**config.mk**
```make
export PLATFORM = sky130hd
export DESIGN_NAME = spi_reg_slave
export DESIGN_NICKNAME = d
export VERILOG_FILES = /design/src/rtl/spi_reg_pkg.sv /design/src/rtl/spi_sync_edge.sv /design/src/rtl/spi_reg_slave.sv
export SDC_FILE = /design/constraint.sdc
export NUM_CORES = 1
export LEC_CHECK = 0
export CORE_MARGIN = 2
export CORE_UTILIZATION = 30
export DETAILED_ROUTE_END_ITERATION = 10
export HOLD_SLACK_MARGIN = 0.15
export SYNTH_ARGS = -nofsm -noshare
export SYNTH_HDL_FRONTEND = slang
export SYNTH_SLANG_ARGS = --single-unit
```
**constraint.sdc**
```tcl
create_clock -name FX2_CLK -period 7 [get_ports FX2_CLK]
set_clock_uncertainty 0.05 [all_clocks]
set_input_delay 1.4 -clock FX2_CLK [delete_from_list [all_inputs] [get_ports FX2_CLK]]
set_output_delay 1.4 -clock FX2_CLK [all_outputs]
set_load 0.1 [all_outputs]
```
**src/rtl/spi_reg_pkg.sv**
```systemverilog
// Shared constants and FSM state encoding for the SPI register slave.
package spi_reg_pkg;

    localparam int RW_BIT      = 7;
    localparam int ADDR_BYTE_W = 8;
    localparam int SYNC_STAGES = 2;

    localparam logic [2:0] S_IDLE  = 3'd0;
    localparam logic [2:0] S_ADDR  = 3'd1;
    localparam logic [2:0] S_WDATA = 3'd2;
    localparam logic [2:0] S_RDATA = 3'd3;
    localparam logic [2:0] S_NEXT  = 3'd4;

    typedef enum logic [2:0] {
        IDLE  = S_IDLE,
        ADDR  = S_ADDR,
        WDATA = S_WDATA,
        RDATA = S_RDATA,
        NEXT  = S_NEXT
    } spi_state_e;

endpackage

```
**src/rtl/spi_sync_edge.sv**
```systemverilog
// Multi-flop synchroniser for a bundle of asynchronous inputs, with rise/fall
// detection on one dedicated line (the serial clock).
module spi_sync_edge
    import spi_reg_pkg::*;
#(
    parameter int W = 1
) (
    input  logic         clk_i,
    input  logic         rst_i,
    input  logic         edge_i,
    input  logic [W-1:0] data_i,
    output logic [W-1:0] data_o,
    output logic         rise_o,
    output logic         fall_o
);

    // Bit W carries the edge-detected line; the lower bits are plain data.
    logic [W:0] sync_q [SYNC_STAGES];
    logic       prev_q;

    always_ff @(posedge clk_i or posedge rst_i) begin
        if (rst_i) begin
            for (int i = 0; i < SYNC_STAGES; i++) sync_q[i] <= '0;
            prev_q <= 1'b0;
        end else begin
            sync_q[0] <= {edge_i, data_i};
            for (int i = 1; i < SYNC_STAGES; i++) sync_q[i] <= sync_q[i-1];
            prev_q <= sync_q[SYNC_STAGES-1][W];
        end
    end

    assign data_o = sync_q[SYNC_STAGES-1][W-1:0];
    assign rise_o = sync_q[SYNC_STAGES-1][W] & ~prev_q;
    assign fall_o = ~sync_q[SYNC_STAGES-1][W] & prev_q;

endmodule

```
**src/rtl/spi_reg_slave.sv**
```systemverilog
// Oversampled SPI register slave: address byte, then a write word or a readback word.
// Define SPI_BURST_EN to enable address auto-increment bursts while CS stays high.
module spi_reg_slave
    import spi_reg_pkg::*;
#(
    parameter int DATA_W = 8,
    parameter int ADDR_W = 7,
    parameter int NREGS  = 8
) (
    input  logic                    FX2_CLK,
    input  logic                    RST,
    input  logic                    SCK,
    input  logic                    SI,
    input  logic                    CS,
    output logic                    SO,
    output logic                    SO_OE,
    output logic [ADDR_W-1:0]       wr_addr,
    output logic [DATA_W-1:0]       wr_data,
    output logic                    wr_stb,
    input  logic [NREGS*DATA_W-1:0] rd_regs,
    output logic                    busy
);

    localparam int CNT_W = $clog2(DATA_W + 1);
    localparam logic [CNT_W-1:0] ADDR_DONE = CNT_W'(ADDR_BYTE_W);
    localparam logic [CNT_W-1:0] WORD_DONE = CNT_W'(DATA_W);

    logic [1:0] sync_data;
    logic       sck_rise, sck_fall;

    spi_sync_edge #(.W(2)) u_sync (
        .clk_i  (FX2_CLK),
        .rst_i  (RST),
        .edge_i (SCK),
        .data_i ({CS, SI}),
        .data_o (sync_data),
        .rise_o (sck_rise),
        .fall_o (sck_fall)
    );

    // CS is delayed past the point where an SCK event is fully processed, so a
    // final rise arriving together with the CS drop still completes its word.
    logic       rise_q, fall_q, si_q;
    logic [2:0] cs_pipe_q;
    logic       cs_live;

    always_ff @(posedge FX2_CLK or posedge RST) begin
        if (RST) begin
            rise_q    <= 1'b0;
            fall_q    <= 1'b0;
            si_q      <= 1'b0;
            cs_pipe_q <= '0;
        end else begin
            rise_q    <= sck_rise;
            fall_q    <= sck_fall;
            si_q      <= sync_data[0];
            cs_pipe_q <= {cs_pipe_q[1:0], sync_data[1]};
        end
    end

    assign cs_live = cs_pipe_q[2];

    spi_state_e        state_q, state_d;
    logic [CNT_W-1:0]  cnt_q, cnt_d, cnt_inc;
    logic [DATA_W-1:0] sh_q, sh_d, shift_in;
    logic [ADDR_W-1:0] addr_q, addr_d, load_addr;
    logic [ADDR_W-1:0] wr_addr_q, wr_addr_d;
    logic [DATA_W-1:0] wr_data_q, wr_data_d, rd_word;
    logic              wr_stb_q, wr_stb_d;
    logic              so_q, so_d, so_oe_q, so_oe_d;

    // Readback mux: decoded address during ADDR, next burst address otherwise.
    always_comb begin
        load_addr = (state_q == ADDR) ? sh_q[ADDR_W-1:0] : addr_q + ADDR_W'(1);
        rd_word   = '0;
        for (int k = 0; k < NREGS; k++) begin
            if (int'(load_addr) == k) rd_word = rd_regs[k*DATA_W +: DATA_W];
        end
    end

    assign cnt_inc  = (cnt_q == WORD_DONE) ? cnt_q : cnt_q + CNT_W'(1);
    assign shift_in = {sh_q[DATA_W-2:0], si_q};

    always_comb begin
        state_d   = state_q;
        cnt_d     = cnt_q;
        sh_d      = sh_q;
        addr_d    = addr_q;
        wr_addr_d = wr_addr_q;
        wr_data_d = wr_data_q;
        wr_stb_d  = 1'b0;
        so_d      = so_q;
        so_oe_d   = so_oe_q;
        if (state_q != IDLE && !cs_live) begin
            state_d = IDLE;
            cnt_d   = '0;
            so_d    = 1'b0;
            so_oe_d = 1'b0;
        end else begin
            case (state_q)
                IDLE: begin
                    if (cs_live) begin
                        state_d = ADDR;
                        cnt_d   = '0;
                        sh_d    = '0;
                    end
                end
                ADDR: begin
                    if (cnt_q == ADDR_DONE) begin
                        addr_d = sh_q[ADDR_W-1:0];
                        cnt_d  = '0;
                        if (sh_q[RW_BIT]) begin
                            sh_d    = rd_word;
                            so_d    = rd_word[DATA_W-1];
                            so_oe_d = 1'b1;
                            state_d = RDATA;
                        end else begin
                            state_d = WDATA;
                        end
                    end else if (rise_q) begin
                        sh_d  = shift_in;
                        cnt_d = cnt_inc;
                    end
                end
                WDATA: begin
                    if (cnt_q == WORD_DONE) begin
                        wr_addr_d = addr_q;
                        wr_data_d = sh_q;
                        wr_stb_d  = 1'b1;
`ifdef SPI_BURST_EN
                        addr_d = load_addr;
                        cnt_d  = '0;
`else
                        state_d = NEXT;
`endif
                    end else if (rise_q) begin
                        sh_d  = shift_in;
                        cnt_d = cnt_inc;
                    end
                end
                RDATA: begin
                    so_d = sh_q[DATA_W-1];
                    if (cnt_q == WORD_DONE) begin
`ifdef SPI_BURST_EN
                        // Burst re-entry is taken directly here so the reload lands on the same cycle as a strobe would.
                        addr_d = load_addr;
                        sh_d   = rd_word;
                        so_d   = rd_word[DATA_W-1];
                        cnt_d  = '0;
`else
                        state_d = NEXT;
                        so_d    = 1'b0;
                        so_oe_d = 1'b0;
`endif
                    end else begin
                        if (rise_q) cnt_d = cnt_inc;
                        // The MSB is already on SO; only falls after a data rise advance the word.
                        if (fall_q && cnt_q != '0) sh_d = {sh_q[DATA_W-2:0], 1'b0};
                    end
                end
                NEXT:    state_d = NEXT;
                default: state_d = IDLE;
            endcase
        end
    end

    always_ff @(posedge FX2_CLK or posedge RST) begin
        if (RST) begin
            state_q   <= IDLE;
            cnt_q     <= '0;
            sh_q      <= '0;
            addr_q    <= '0;
            wr_addr_q <= '0;
            wr_data_q <= '0;
            wr_stb_q  <= 1'b0;
            so_q      <= 1'b0;
            so_oe_q   <= 1'b0;
        end else begin
            state_q   <= state_d;
            cnt_q     <= cnt_d;
            sh_q      <= sh_d;
            addr_q    <= addr_d;
            wr_addr_q <= wr_addr_d;
            wr_data_q <= wr_data_d;
            wr_stb_q  <= wr_stb_d;
            so_q      <= so_d;
            so_oe_q   <= so_oe_d;
        end
    end

    assign SO      = so_q;
    assign SO_OE   = so_oe_q;
    assign wr_addr = wr_addr_q;
    assign wr_data = wr_data_q;
    assign wr_stb  = wr_stb_q;
    assign busy    = (state_q != IDLE);

endmodule

```
# Word level (Yosys, flattened, before mapping)
# Cells that the tools add are included.
[word_totals]
ff_bits = 53
latchBits = 0
ram_bits = 0
romBits = 0
input_bits = 69
output_inout_bits = 19
wordCells = 108
n_memories = 0
[classes]
addsub = 2
n_mul = 0
div_mod_pow = 0
order_cmp = 0
eq_ne = 23
shift = 0
n_mux = 42
bitwise_logic = 5
n_reduce_logical = 19
[ops]
columns = ["operator", "count"]
rows = [
  ["8-bit 2-to-1 mux", 15],
  ["8-bit case mux with 4 select lines", 1],
  ["7-bit by 4-bit == test with 1-bit output (second input constant)", 4],
  ["4-bit 2-to-1 mux", 5],
  ["3-bit AND reduction", 5],
  ["7-bit by 3-bit == test with 1-bit output (second input constant)", 2],
  ["1-bit 2-to-1 mux", 12],
  ["3-bit 2-to-1 mux", 4],
  ["3-bit case mux with 4 select lines", 1],
  ["4-bit case mux with 3 select lines", 1],
  ["4-bit nonzero test", 3],
  ["3-bit != test (second input constant)", 3],
  ["2-bit != test (second input constant)", 4],
  ["7-bit by 1-bit adder with 7-bit output (second input constant)", 1],
  ["7-bit by 2-bit == test with 1-bit output (second input constant)", 1],
  ["7-bit logical NOT", 1],
  ["7-bit 2-to-1 mux", 1],
  ["7-bit AND reduction", 1],
  ["3-bit by 2-bit == test with 1-bit output (second input constant)", 2],
  ["3-bit by 1-bit != test with 1-bit output (second input constant)", 2],
  ["3-bit by 2-bit != test with 1-bit output (second input constant)", 2],
  ["6-bit AND reduction", 1],
  ["3-bit nonzero test", 2],
  ["4-bit by 1-bit adder with 4-bit output (second input constant)", 1],
  ["11 further kinds", 16],
]

# Logic depth before layout (Yosys ltp)
# Gate-level depths: netlist of run 1.
[logic_depth]
ltp_word = 15
mapped_depth = 10
depth_no_buf = 9

# By module
# Synthesis of run 1 repeated with hierarchy kept, for this count alone.
[unflattened]
hier_cells = 280
area_unflattened_um2 = 2966.6
[by_module_without_submodules]
columns = ["module", "instances", "cells_each", "area_each_um2", "seq_area_each_um2"]
rows = [
  ["spi_reg_slave", 1, 268, 2757.6, 1151.1],
  ["spi_sync_edge", 1, 12, 209.0, 175.2],
]

# Worst setup path after synthesis of run 1
# Ideal clock, no wire load.
[synth_timing]
kind = "register -> output"
startpoint = "register state_q[0]"
endpoint = "output port busy"
arrival_ps = 1352
required_ps = 5550
path_slack_ps = 4198
path_stages_with_launch = 3
path_buffers = 1
cell_sequence = "dfrtp_1 clkbuf_1 or3_1"
[synth_via]
elab_chain_len = 1
[synth_rtl]
columns = ["item", "line_no", "rtl"]
rows = [
  ["start: declaration", "spi_reg_slave.sv:63", "spi_state_e state_q, state_d;"],
  ["start signal: assignment", "spi_reg_slave.sv:179", "state_q <= state_d;"],
  ["3-bit nonzero test", "spi_reg_slave.sv:196", "assign busy = (state_q != IDLE);"],
  ["end: declaration", "spi_reg_slave.sv:21", "output logic busy"],
]
# No other way between the ends.

# Worst setup path after layout of run 1
[layout_timing]
startpoint = "register state_q[1]"
endpoint = "output port busy"
# Same word-level chain as after synthesis.

==> metrics.txt, run 1 <==
Routed WL=7.66 mm; Required @ worst endpoint=5.55 ns; Detailed Place HPWL=5.92 mm; total iterations of the first detailed-routing run=4; initial cell density of the core=31.0%; highest signal layer in the routed design=met4; worst setup timing slack at the placement stage=3.62 ns; Max Clock Freq=0.269 GHz; clock latency reported for the late side of the worst-skew pair=0.30 ns; share of total power in sequential cells=50.8%; setup repair after global routing missed its margin=no; smallest hold slack=0.306 ns; slew at the pin closest to its max-slew limit=1.05 ns; CTS H-tree lvls=2; clock sink total=53; minimum clock period after layout=3.72 ns; total of flip-flops plus latches after synthesis=53; Clock Path Buffers=2; Sw Pwr=151 uW; Ports=88; horizontal extent of the die=102 um; layout overhead on the synthesized area=38.3%; # resized after CTS=0; end of the worst register-to-register path=SO; Worst Setup End Kind=output pin; highest cell delay on the worst timing path=1.13 ns; GRT Resource Usage Total=15.1%; detailed-routed wire length on met2=3.49 mm; Critical Path Slowest Stage Cell=sky130_fd_sc_hd__clkdlybuf4s50_1; DR iter-0 viols=100; total nets after synthesis=386; post-synth top area cell=sky130_fd_sc_hd__dfrtp_1; initial antenna violation count=0; count of nets left with antenna violations after detail routing=0; via total after detailed routing=2578; Comb power frac=16.5%; final-report setup violation count=0; Overflow after GRT=0; end point of the critical path=busy; master cell of the clock root buffer=sky130_fd_sc_hd__clkbuf_8; top post-synthesis cells by area=sky130_fd_sc_hd__dfrtp_1 46%, sky130_fd_sc_hd__nand2_1 9.3%, sky130_fd_sc_hd__mux2_2 5.1%; startpoint of the most critical setup path=state_q[1]; Ys Warns=0; maximum vdd drop=0.0691 mV; LEAKAGE=0.00172 uW; # Max-Cap Violations=0; die extent in y=102 um; via density per instance=4.89; pin count of the biggest net entering global routing=54; register clock-pin slew on the reported worst setup and hold paths=0.10 ns; fin nets=469; standard-cell row count=35; launching point of the worst reg2reg path=state_q[1]; number of filler cells placed in the layout=953; number of antenna diodes=0; DR WL/cell=14.5 um; fraction of layout instances using a drive strength above 1=8.04%; CP Max Fanout=17; synthesized area per cell=9.16 um2; classification of the worst-slack hold path=reg -> reg; FFs w/ async S/R, synth=100%; final period utilization=53.2%; Worst Path Arrival=2.27 ns; final slew viol count=0; routability congestion estimate from global placement=0.829; EDFF count, synth=0; sequential element share of the synthesized area=46.1%; synthesized instance count=314; final hold violation count=0; classification of the worst setup path=reg -> out; critical path launch point type=register; Distinct cells, synth=52; final worst-path setup slack=3.28 ns; Inserted Clock Buffers=5; post-synth top area share=46.1%; first-pass GRT wire length=12.4 mm; worst slew slack as a fraction of its limit=29.8%; number of input and output port buffers inserted=87; met3 routed wirelength=560 um; TritonCTS clock tree=done; number of buffers inserted by post-CTS setup repair=0; clock share of power=32.8%; Fin Setup TNS=0 ns; leading register cell type out of synthesis=sky130_fd_sc_hd__dfrtp_1; Remaining DRCs=0; die footprint=10400 um2; critical path, cell by cell=or3_1 > clkdlybuf4s50_1; Core Box Area=9280 um2; result of the run=completed; power per standard cell area=158 nW/um2; worst-case register-to-register setup slack=3.85 ns; length of routed wiring on met1=3.54 mm; switching portion of total power=24.1%; count of hold buffers inserted by post-cts repair=0; number of cell instances on the worst register-to-register path=7; Post-Synthesis Cell Area=2880 um2; Internal Pwr Total=475 uW; vias in the first global route=2543
## flip-flops by register name, indices dropped and copies added, names as in the netlist
register / count
u_sync.sync_q: 4
cs_pipe_q: 3
SO_OE: 1
sh_q: 8
SO: 1
addr_q: 7
cnt_q: 4
si_q: 1
wr_data: 8
wr_addr: 7
wr_stb: 1
u_sync.data_o: 2
state_q: 3
fall_q: 1
u_sync.prev_q: 1
rise_q: 1
## cells in the final DEF (no fill, tap or decap), types with 3 or more instances in the layout
master	n
sky130_fd_sc_hd__clkdlybuf4s50_1	87
sky130_fd_sc_hd__nand2_1	71
sky130_fd_sc_hd__dfrtp_1	53
sky130_fd_sc_hd__nor2_1	24
sky130_fd_sc_hd__mux2_2	13
sky130_fd_sc_hd__a21oi_1	13
sky130_fd_sc_hd__o22ai_1	13
sky130_fd_sc_hd__inv_1	11
sky130_fd_sc_hd__o21ai_0	11
sky130_fd_sc_hd__nor2b_1	8
sky130_fd_sc_hd__a22oi_1	7
sky130_fd_sc_hd__o221ai_1	7
sky130_fd_sc_hd__nor3_1	6
sky130_fd_sc_hd__a311oi_1	6
sky130_fd_sc_hd__nand2b_1	5
sky130_fd_sc_hd__clkbuf_8	5
sky130_fd_sc_hd__nand3_1	4
sky130_fd_sc_hd__o211ai_1	3
sky130_fd_sc_hd__xnor2_1	3
sky130_fd_sc_hd__mux2i_1	3
sky130_fd_sc_hd__ha_1	3
## area by class of cell
class / count / area [um2] / area share (%)
Tap cell: 129 / 161 / 4.06
Clock inverter: 2 / 38.8 / 0.976
Sequential cell: 53 / 1330 / 33.4
Inverter: 12 / 45.0 / 1.13
Timing Repair Buffer: 89 / 886 / 22.3
Multi-Input combinational cell: 236 / 1450 / 36.4
Clock buffer: 6 / 72.6 / 1.83
## Yosys cell counts (all sizes together) (2+ instances only)
library cell,instances
o221ai,8
or3,2
a211oi,2
mux2i,4
nand3,4
or4,2
a21oi,13
a221oi,2
buf,4
o22ai,13
ha,3
o21bai,2
nand2,71
nand2b,5
dfrtp,53
o21ai,12
inv,12
nor2,24
clkbuf,9
nor2b,8
and3,2
xnor2,3
xor2,2
mux2,15
a311oi,6
nor3b,2
a22oi,7
o211ai,3
nor3,7
## worst min-delay path by stage
stage | start | endpoint | slack [ns] | depth (start not counted)
detailed placement | u_sync.data_o[0] | si_q | 0.28 | 0
finish | cs_pipe_q[0] | cs_pipe_q[1] | 0.31 | 0
global placement | u_sync.data_o[0] | si_q | 0.28 | 0
floorplan | u_sync.data_o[1] | cs_pipe_q[0] | 0.28 | 0
global route | u_sync.sync_q[5] | u_sync.sync_q[2] | 0.31 | 0
CTS | u_sync.data_o[0] | si_q | 0.31 | 0
## power by group through the flow
stage	registers [uW]	logic (uW)	clock network (uW)
after floorplan	321	52.0	0
after global placement	324	103	0
after detailed placement	324	103	0
after CTS	318	104	215
after global routing	319	112	224
final	318	103	205
## metrics by stage
step / total power [uW] / util, % / instances / area [um2]
6_report: 626 / 42.8 / 527 / 3980
3_3_place_gp: 426 / 41.6 / 519 / 3860
4_1_cts: 637 / 42.8 / 527 / 3980
2_1_floorplan: 373 / - / 314 / 2880
3_5_place_dp: 427 / 41.6 / 519 / 3860
5_1_grt: 656 / 42.8 / 527 / 3980
## critical path, delay by kind of cell, from the launching register on
family	cells	cell delay, ns
DFF	1	0.65
buffers and inverters	1	1.13
and+or+nand+nor	1	0.19
## routing by layer
layer / GRT usage [%] / vias up
met1: 20.2 / 1182
met4: 3.90 / 0
met5: 0 / -
li1: - / 1286
met3: 3.90 / 7
met2: 24.6 / 103
## cells by family (layout without fill, tap and decap cells)
| kind of cell | Yosys count | in the layout | synth area share, % |
|---|---|---|---|
| fa+ha+maj | 3 | 3 | 1.31 |
| flops | 53 | 53 | 46.1 |
| mux | 19 | 19 | 7.66 |
| xor+xnor | 5 | 5 | 1.52 |
| simple gates | 133 | 133 | 20.8 |
| compound gates | 76 | 76 | 19.0 |
| buf+inv | 25 | 109 | 3.61 |
No activity file was read; power rests on OpenSTA's default activity.
==> inputs of run 2 (changes only) <==
==> constraint.sdc (replaced) <==
create_clock -name FX2_CLK -period 3.8 [get_ports FX2_CLK]
set_clock_uncertainty 0.05 [all_clocks]
set_input_delay 0.76 -clock FX2_CLK [delete_from_list [all_inputs] [get_ports FX2_CLK]]
set_output_delay 0.76 -clock FX2_CLK [all_outputs]
set_load 0.1 [all_outputs]
==> run 2 against run 1 <==
Against the previous run:
- combinational power grew 85%
- largest power group unchanged
- worst setup slack lost 2.6 ns
- flip-flop and latch count is the same
- sequential share of layout area is essentially flat
==> metrics.txt, run 2 (same netlist as run 1, synthesis figures left out) <==
critical path launch point type=register; launching point of the worst reg2reg path=state_q[1]; # resized after CTS=0; standard-cell row count=35; final-report setup violation count=0; fraction of layout instances using a drive strength above 1=9.20%; worst setup timing slack at the placement stage=0.717 ns; number of antenna diodes=0; met1 capacity usage during global routing=20.3%; classification of the worst setup path=reg -> reg; most common cell after layout, fill and taps aside=sky130_fd_sc_hd__clkdlybuf4s50_1; kind of cell adding the most delay to the critical path=compound AO/OA/AOI/OAI gates; met2 layer usage reported by global route=25.1%; classification of the worst-slack hold path=reg -> reg; Required @ worst endpoint=3.96 ns; horizontal extent of the die=102 um; GR peak layer=met2; Fin Setup TNS=0 ns; layout overhead on the synthesized area=38.2%; number of buffers inserted by post-CTS setup repair=0; Routed WL=7.64 mm; Worst Path Arrival=3.26 ns; vias in the first global route=2559; Placed Instance Area=3890 um2; maximum vdd drop=0.135 mV; final worst-path setup slack=0.701 ns; LEAKAGE=0.00172 uW; critical path, cell by cell=nor3b_1 > a211oi_2 > a22oi_1 > or2_0 > o221ai_2 > a221oi_2; Max Clock Freq=0.323 GHz; register clock-pin slew on the reported worst setup and hold paths=0.10 ns; master cell of the clock root buffer=sky130_fd_sc_hd__clkbuf_8; final hold violation count=0; clock sink total=53; # Max-Cap Violations=0; end of the worst register-to-register path=sh_q[7]; number of filler cells placed in the layout=962; DR iter-0 viols=119; clock latency reported for the late side of the worst-skew pair=0.30 ns; met3 layer usage reported by global route=3.49%; CTS H-tree lvls=2; number of cell instances on the worst register-to-register path=6; Remaining DRCs=0; CP Max Fanout=17; first-pass GRT wire length=12.4 mm; commonest cells after routing, fill and taps aside=86 x sky130_fd_sc_hd__clkdlybuf4s50_1, 71 x sky130_fd_sc_hd__nand2_1, 53 x sky130_fd_sc_hd__dfrtp_1, 24 x sky130_fd_sc_hd__nor2_1; highest cell delay on the worst timing path=0.85 ns; non-filler instance count after layout=531; slew at the pin closest to its max-slew limit=1.04 ns; initial cell density of the core=31.0%; via density per instance=4.92; Ports=88; final period utilization=81.6%; die extent in y=102 um; setup repair after global routing missed its margin=no; Critical Path Slowest Stage Cell=sky130_fd_sc_hd__a22oi_1; fin nets=473; post-route cell area=3970 um2; final slew viol count=0; placed instance count=523; worst-case register-to-register setup slack=0.70 ns; die footprint=10400 um2; Inserted Clock Buffers=5; GRT Resource Usage Total=15.1%; count of hold buffers inserted by post-cts repair=0; TritonCTS clock tree=done; Overflow after GRT=0; Core Box Area=9280 um2; pin count of the biggest net entering global routing=32; routability congestion estimate from global placement=0.854; via total after detailed routing=2610; DR WL/cell=14.4 um; worst slew slack as a fraction of its limit=30.6%; result of the run=completed; hold depth=0; end point of the worst hold path=cs_pipe_q[1]; power per standard cell area=272 nW/um2; Detailed Place HPWL=6.05 mm; Clock Path Buffers=2; Worst Setup End Kind=register; launch instance of the worst min-delay path=cs_pipe_q[0]; number of input and output port buffers inserted=87; total iterations of the first detailed-routing run=4; initial antenna violation count=0; minimum clock period after layout=3.10 ns; count of nets left with antenna violations after detail routing=0; buffers and inverters on the worst path=0
==> run 2: cell types whose count changed in the layout (fill, tap and decap cells not counted), sizes merged <==
cell | previous run | this run
buf | 2 | 7
clkdlybuf4s50 | 87 | 86
bufinv | 1 | 0
clkinv | 1 | 2
==> run 2: cell type report <==
cell class	instances	area [um2]	area share [%]
multi-input combinational	236	1450	36.4
sequential	53	1330	33.4
timing repair buffer	93	913	23.0
tap	129	161	4.06
clock buffer	6	72.6	1.83
inverter	12	45.0	1.13
clock inverter	2	10.0	0.252
==> run 2: power breakdown <==
part	internal (uW)	switching, uW
registers	575	10.9
logic	105	86.6
clock network	128	175
==> run 2: worst max-delay path by stage <==
stage / start / to / cells past startpoint / slack, ns
final: state_q[1] / sh_q[7] / 6 / 0.70
after global routing: state_q[0] / sh_q[7] / 6 / 0.49
after CTS: state_q[1] / sh_q[7] / 6 / 0.71
after detailed placement: state_q[1] / sh_q[7] / 6 / 0.72
after global placement: state_q[1] / sh_q[7] / 6 / 0.81
after floorplan: addr_q[1] / SO / 9 / 1.29
==> run 2: per-stage QoR <==
step | total power, uW | utilization, % | hold WS (ns)
CTS | 1090 | 42.8 | 0.306
global placement | 789 | 41.9 | 0.284
detailed placement | 789 | 41.9 | 0.285
global route | 1140 | 42.8 | 0.317
floorplan | 688 | - | 0.281
finish | 1080 | 42.8 | 0.304
==> run 2: metal layers <==
layer	vias up	share of wire [%]
met5	-	0
met1	1206	46
met4	0	0.80
met2	102	46
li1	1296	-
met3	6	7.3
